### src/rtl/stim_seq_pkg.sv
// stim_seq_pkg: shared state encoding and LCG constants for the stimulus sequencer.
package stim_seq_pkg;
    typedef enum logic [2:0] {S_IDLE, S_RESET, S_GEN, S_APPLY, S_LOG, S_DONE} state_t;
    localparam logic [31:0] LCG_MUL = 32'h41C64E6D;
    localparam logic [31:0] LCG_INC = 32'h3039;
    localparam logic [31:0] DEFAULT_SEED = 32'd3738645480;
endpackage

### src/rtl/lcg32_step.sv
// lcg32_step: one combinational step of the 32-bit linear congruential generator.
module lcg32_step
    import stim_seq_pkg::*;
(
    input  logic [31:0] s,
    output logic [31:0] n
);
    assign n = s * LCG_MUL + LCG_INC;
endmodule

### src/rtl/stim_sequencer.sv
// stim_sequencer: drives LCG-generated vectors into a clock-gated DUT and logs each response.
module stim_sequencer
    import stim_seq_pkg::*;
#(
    parameter int IN_W       = 141,
    parameter int OUT_W      = 159,
    parameter int RST_CYCLES = 2
) (
    input  logic             clk,
    input  logic             rst,
    input  logic             start,
    input  logic [31:0]      cycles,
    input  logic [31:0]      seed,
    output logic             busy,
    output logic             done,
    output logic             dut_rst_n,
    output logic             dut_ce,
    output logic [IN_W-1:0]  in_flat,
    input  logic [OUT_W-1:0] out_flat,
    output logic             log_valid,
    input  logic             log_ready,
    output logic [31:0]      log_cyc,
    output logic [IN_W-1:0]  log_in,
    output logic [OUT_W-1:0] log_out
);
    localparam int NW = (IN_W + 31) / 32;
    localparam int WW = $clog2(NW);

    state_t state, nxt;
    logic [31:0] cnt, cyc, rc, s, s_nxt;
    logic [WW-1:0] w;
    logic [IN_W-1:0] shadow, shadow_nxt, in_q;
    logic rst_n_q, last_w;

    lcg32_step u_lcg (.s(s), .n(s_nxt));

    assign last_w    = w == WW'(NW - 1);
    assign in_flat   = in_q;
    assign log_in    = in_q;
    assign log_out   = out_flat;
    assign log_cyc   = cnt;
    assign dut_rst_n = rst_n_q;

    always_ff @(posedge clk) begin
        if (rst) state <= S_IDLE;
        else     state <= nxt;
    end

    always_comb begin
        nxt       = state;
        busy      = state != S_IDLE;
        done      = state == S_DONE;
        dut_ce    = state == S_RESET || state == S_APPLY;
        log_valid = state == S_LOG;
        case (state)
            S_IDLE:  if (start) nxt = cycles == 32'd0 ? S_DONE : S_RESET;
            S_RESET: if (rc == 32'(RST_CYCLES - 1)) nxt = S_GEN;
            S_GEN:   if (last_w) nxt = S_APPLY;
            S_APPLY: nxt = S_LOG;
            S_LOG:   if (log_ready) nxt = cnt == cyc - 32'd1 ? S_DONE : S_GEN;
            S_DONE:  nxt = S_IDLE;
            default: nxt = S_IDLE;
        endcase
    end

    // The final word only has IN_W-32*(NW-1) slots, so its upper LCG bits fall away here.
    always_comb begin
        shadow_nxt = shadow;
        for (int b = 0; b < IN_W; b++)
            if (b / 32 == int'(w)) shadow_nxt[b] = s_nxt[b % 32];
    end

    always_ff @(posedge clk) begin
        if (rst) begin
            cnt     <= '0;
            cyc     <= '0;
            rc      <= '0;
            s       <= '0;
            w       <= '0;
            shadow  <= '0;
            in_q    <= '0;
            rst_n_q <= 1'b0;
        end else begin
            rst_n_q <= nxt != S_RESET;
            if (state == S_IDLE && start) begin
                cyc <= cycles;
                s   <= seed;
                cnt <= '0;
                rc  <= '0;
                w   <= '0;
            end
            if (state == S_RESET) rc <= rc + 32'd1;
            if (state == S_GEN) begin
                s      <= s_nxt;
                shadow <= shadow_nxt;
                w      <= last_w ? '0 : w + WW'(1);
                if (last_w) in_q <= shadow_nxt;
            end
            if (state == S_LOG && nxt == S_GEN) cnt <= cnt + 32'd1;
        end
    end
endmodule

### config.mk
export PLATFORM = sky130hd
export DESIGN_NAME = stim_sequencer
export DESIGN_NICKNAME = d
export VERILOG_FILES = /design/src/rtl/stim_seq_pkg.sv /design/src/rtl/lcg32_step.sv /design/src/rtl/stim_sequencer.sv
export SDC_FILE = /design/constraint.sdc
export NUM_CORES = 2
export LEC_CHECK = 0
export BUFFER_PORTS_ARGS = -buffer_cell sky130_fd_sc_hd__buf_2
export CORE_AREA = 2 2 274 276
export CTS_BUF_LIST = sky130_fd_sc_hd__clkbuf_4 sky130_fd_sc_hd__clkbuf_8
export DETAILED_ROUTE_END_ITERATION = 8
export DIE_AREA = 0 0 276 278
export PLACE_DENSITY = 0.69
export SKIP_CTS_REPAIR_TIMING = 1
export SLEW_MARGIN = 20
export SYNTH_ARGS = -nofsm -noshare
export SYNTH_HDL_FRONTEND = slang
export SYNTH_SLANG_ARGS = --single-unit
### constraint.sdc
create_clock -name clk -period 8.75 [get_ports clk]
set_input_delay 0.4375 -clock clk [delete_from_list [all_inputs] [get_ports clk]]
set_output_delay 0.4375 -clock clk [all_outputs]
set_load 0.005 [all_outputs]
# After elaboration in Yosys (flattened, before gate mapping)
# Index checks and enable logic that the tools add are counted.
[classes]
addsub = 5
mul = 1
eq_ne = 14
mux = 156
reduce_logical = 11
[ops]
columns = ["operator", "n"]
rows = [
  ["32-bit two-way mux", 5],
  ["1-bit two-way mux", 141],
  ["32-bit by 1-bit adder with 32-bit output, second input constant", 2],
  ["32-bit by 14-bit adder with 32-bit output, second input constant", 1],
  ["32-bit by 1-bit == test with 1-bit output, second input constant", 1],
  ["32-bit == test", 1],
  ["32-bit zero test", 1],
  ["32-bit by 31-bit multiplier with 32-bit output, second input constant", 1],
  ["32-bit by 1-bit subtractor with 32-bit output, second input constant", 1],
  ["3-bit two-way mux", 9],
  ["3-bit case mux with 5 select lines", 1],
  ["3-bit by 2-bit == test with 1-bit output, second input constant", 3],
  ["3-bit == test, first input constant", 3],
  ["3-bit == test, second input constant", 3],
  ["3-bit zero test", 2],
  ["2-bit nonzero test", 3],
  ["3-bit by 1-bit adder with 3-bit output, second input constant", 1],
  ["2-bit by 3-bit == test with 1-bit output, first input constant", 1],
  ["3-bit by 1-bit == test with 1-bit output, second input constant", 1],
  ["3-bit by 1-bit != test with 1-bit output, second input constant", 1],
  ["3-bit nonzero test", 1],
  ["1-bit logical AND", 2],
  ["2-bit AND reduction", 1],
  ["1-bit logical OR", 1],
]
[word_totals]
register_bits = 417
inputBits = 227
out_inout_bits = 478
wordCells = 196

# Logic depth before layout (Yosys ltp)
[depth]
word_depth = 8
depth_mapped = 27
ltp_nobuf = 26

# By module
# A second synthesis with hierarchy kept.
[unflattened]
hier_cells = 3466
hier_area_um2 = 28367.2
[by_module_without_submodules]
columns = ["module", "n_inst", "cells_per_inst", "area_per_inst_um2", "seq_area_each_um2"]
rows = [
  ["stim_sequencer", 1, 2463, 19142.1, 8087.8],
  ["lcg32_step", 1, 1003, 9225.1, 0.0],
]

# Worst setup path after synthesis
# OpenSTA, ideal clock, no wires.
[synth_path]
path_type = "flip-flop to flip-flop"
start = "register s[0]"
end = "register s[30]"
setup_time_ns = 0.114
arrival_time_ns = 6.695
required_ns = 8.636
slack_ns = 1.941
stages_incl_launch_ff = 28
n_path_buf = 1
synth_period_minus_slack_ns = 6.809
path_cell_list = "dfxtp_1 > inv_1 > ha_1 > clkbuf_1 > inv_1 > ha_1 > inv_1 > fa_1 > inv_1 > fa_1 > ha_1 > inv_1 > fa_1 > inv_1 > fa_1 > inv_1 > fa_1 > inv_1 > ha_1 > a21oi_1 > nor2_1 > a211oi_1 > a311oi_1 > a31o_2 > a31o_2 > a21oi_1 > xor2_1 > a2111oi_0"
[synth_between]
elab_chain_cells = 3
[synth_lines]
columns = ["element", "line_no", "rtl"]
rows = [
  ["start, declared", "stim_sequencer.sv:30", "logic [31:0] cnt, cyc, rc, s, s_nxt;"],
  ["start signal, assigned", "stim_sequencer.sv:94", "s <= s_nxt;"],
  ["32-bit by 31-bit multiplier with 32-bit output", "lcg32_step.sv:8", "assign n = s * LCG_MUL + LCG_INC;"],
  ["32-bit by 14-bit adder with 32-bit output", "lcg32_step.sv:8", ""],
  ["32-bit two-way mux", "stim_sequencer.sv:93", "if (state == S_GEN) begin"],
]
# Every way passes these cells.
# A chain may end at the register's enable or synchronous reset.

# Final worst setup path
[layout_path]
start = "register s[7]"
end = "register s[30]"
# The elaborated chain is that of the path after synthesis.

==> impl_metrics.yaml <==
drt:
  drtAntennaViolNets: 0
  vias: 23500
  totalWireLength_microns: 92000
  highest_layer: "met4"
  dr.first_iter.drc_count: 1962
  dr_wl_met2_microns: 41400
  wire_per_inst_microns: 20.6
  drt_pass1_iterations: 8
  route.met3.wl_microns: 8210
  drc: 74
  vias_per_cell: 5.25
  routedLengthMet1_microns: 39300
timing:
  drv_slew: 0
  fin_crit_ns: 7.86
  holdWs_ns: -0.00529
  setup_ws_ns: 0.893
  rsz0062_at_grt: "false"
  hold_viol: 1
  finalSetupViolCount: 0
  clock.fmax_ghz: 0.127
  clock_skew_ns: 0.0418
  maxSlewHeadroom_pct: 24.1
  tightest_slew_ns: 1.13
  fin_crit_sh_pct: 89.8
  fin_setup_tns_ns: 0
cts:
  numCtsBuffers: 70
  clockRootBuffer: "clkbuf_8"
  insertion_delay_ns: 0.68
  clkSinkCount: 404
  clockBufferDepth: 3
  cts_tree: "built"
  path_clk_slew_ns: 0.07
  ctsHtreeMaxLevel: 3
yosys:
  yosysSeqAreaShare_pct: 28.7
  ys_ff_latch: 404
  yosys.area_share.simple_pct: 15.6
  synth_ff_type: "dfxtp_1"
  synth.area.mux_share_pct: 0.692
  synth_cells: 3401
  synth_edf_count: 0
  yosysUniqueCellTypes: 72
  synth_top_family_by_area: "adder cells"
  yosys.area_share.adder_pct: 22.8
  syn_avg_cell_area_sq_um: 8.29
  synth_xor_area_share_pct: 3.42
  synth_warnings: 0
  syn_area_sq_um: 28200
  ys_async_sr_fraction_pct: 0
  synth-compound-area-share_pct: 12.7
  syn_nets: 4030
worst_setup_path:
  critPathKind: "reg -> reg"
  cp.required_ns: 9.27
  startpoint_type: "register"
  critical_path.max_fanout: 10
  setup.worst_path.end_class: "register"
  cp.arrival_ns: 8.38
floorplan:
  fp.dieArea_sq_um: 76700
  io_pins: 705
  die_w_microns: 276
  core_area_sq_um: 73800
  die_y_microns: 278
  num_rows: 100
  start_util_pct: 38.2
placed_design:
  dp_hpwl_microns: 70600
  placed_area_sq_um: 28800
  place_congestion: 0.976
  port_buffers: 386
  place_worst_setup_slack_ns: 1.03
flow_run:
  drv_cap: 0
global_route:
  grt-ovfl-total: 0
  grtUsageTotal_pct: 23.4
  grt_start_max_net_pins: 104
  grt_pass1_wl_microns: 137000
  grt_pass1_vias: 22200
  antenna_found_initial: 2
hold_path:
  min-delay-path-class: "in -> reg"
layout:
  synthToLayoutAreaGrowth_pct: 7.56
  fin_util_pct: 41.1
  fin_nets: 4073
  fin_area_sq_um: 30300
  drive_above_1_share_pct: 16.8
power_and_ir_drop:
  powerDensity_nw_per_um2: 448
  irDropWorstVdd_uv: 892
  p_leak_nw: 14.0
status:
  status: "finished with violations"
  violations: "DRC, hold timing"
## routing by layer
layer	GRT usage, %	vias to the layer above
met5	0.188	-
met4	7.83	0
met3	6.45	173
met2	36.9	1011
met1	31.0	11400
li1	-	10900
## Yosys cell counts, drive strengths merged, types with 23 or more instances
cell    count  area [sq um]
nand2     550          2060
inv       432          1620
dfxtp     404          8090
a21oi     330          1650
buf       319          2390
ha        215          2690
fa        187          3740
nor2      179           672
clkbuf    139           522
xnor2      76           666
a211oi     56           420
nand3      48           240
and3       41           262
xor2       34           298
nor4       32           200
a22oi      23           173
## path summary, 6_finish.rpt
| kind | from | end | slack (ns) | depth (start not counted) |
|---|---|---|---|---|
| worst max-delay path | s[7]$_SDFFE_PP0P_ | s[30]$_SDFFE_PP0P_ | 0.89 | 24 |
| worst min-delay path | cycles[8] | cyc[8]$_SDFFE_PP0P_ | -0.005 | 3 |
| worst max register to register | s[7]$_SDFFE_PP0P_ | s[30]$_SDFFE_PP0P_ | 0.89 | 24 |
| worst min register to register | shadow[91]$_SDFFE_PP0P_ | in_flat[91]$_SDFFE_PP0P_ | 0.43 | 2 |
## placed cells by master (no fill, tap or decap), types with 20 or more instances in the layout
cell      instances
o21ai_0          21
nor2_1          176
a211oi_1         56
nor4_1           32
fa_1            187
nand2_1         549
ha_1            214
and3_1           40
buf_2           385
xnor2_1          75
buf_4            39
a22oi_1          23
nand4_1          22
a21oi_1         330
or3_1            20
nor3_1           22
inv_1           432
clkbuf_8         83
dfxtp_1         404
nand3_1          47
xor2_1           32
## cell families (layout without fill, tap and decap cells)
kind of cell               Yosys count  in the layout
buffers and inverters              890            983
adders and majority gates          402            402
muxes                               19             19
and+or+nand+nor                    994            994
xor gates and xnor gates           110            110
AOI/OAI and AO/OA                  582            582
other                                0              1
DFF                                404            404
## critical path: stages, from the launching register on
cell and delay, ns:
dfxtp_1 0.61, ha_1 0.44, fa_1 0.55, inv_1 0.05, fa_1 0.50, fa_1 0.55, inv_1 0.05, ha_1 0.26
inv_1 0.05, fa_1 0.47, inv_1 0.06, fa_1 0.57, inv_1 0.07, fa_1 0.53, inv_1 0.04, ha_1 0.36
a21oi_1 0.25, nor2_1 0.09, a211oi_1 0.43, a311oi_1 0.29, a31o_2 0.33, a31o_2 0.23, a21oi_1 0.18, xor2_1 0.55
a2111oi_0 0.21
## metrics by stage
step	instances	power [mW]	hold slack [ns]
floorplan	3401	7.98	0.432
global placement	4337	11.5	0.437
detailed placement	4337	11.6	0.444
CTS	4459	13.5	-0.0420
global route	4463	14.6	0.00246
finish	4464	13.6	-0.00529
## registers in the layout, summed over array words and instances, names as in the netlist, 3 cells and up
register	flops
in_flat	141
shadow	128
cyc	32
log_cyc	32
rc	32
s	32
state	3
w	3
## where the power goes
| part | total [mW] | leakage [nW] | switching, mW | internal, mW |
|---|---|---|---|---|
| combinational | 9.74 | 9.97 | 6.57 | 3.17 |
| clock | 1.86 | 0.770 | 0.838 | 1.03 |
| sequential | 1.98 | 3.26 | 0.0801 | 1.90 |
## layout make-up
type / count / area (sq um)
tap: 969 / 1210
sequential: 404 / 8090
clock inverter: 23 / 225
multi-input combinational: 2107 / 15700
timing repair buffer: 429 / 2270
clock buffer: 99 / 1260
fill: 7511 / 43500
inverter: 432 / 1620
antenna: 1 / 2.50
No activity file was read; power rests on OpenSTA's default activity.
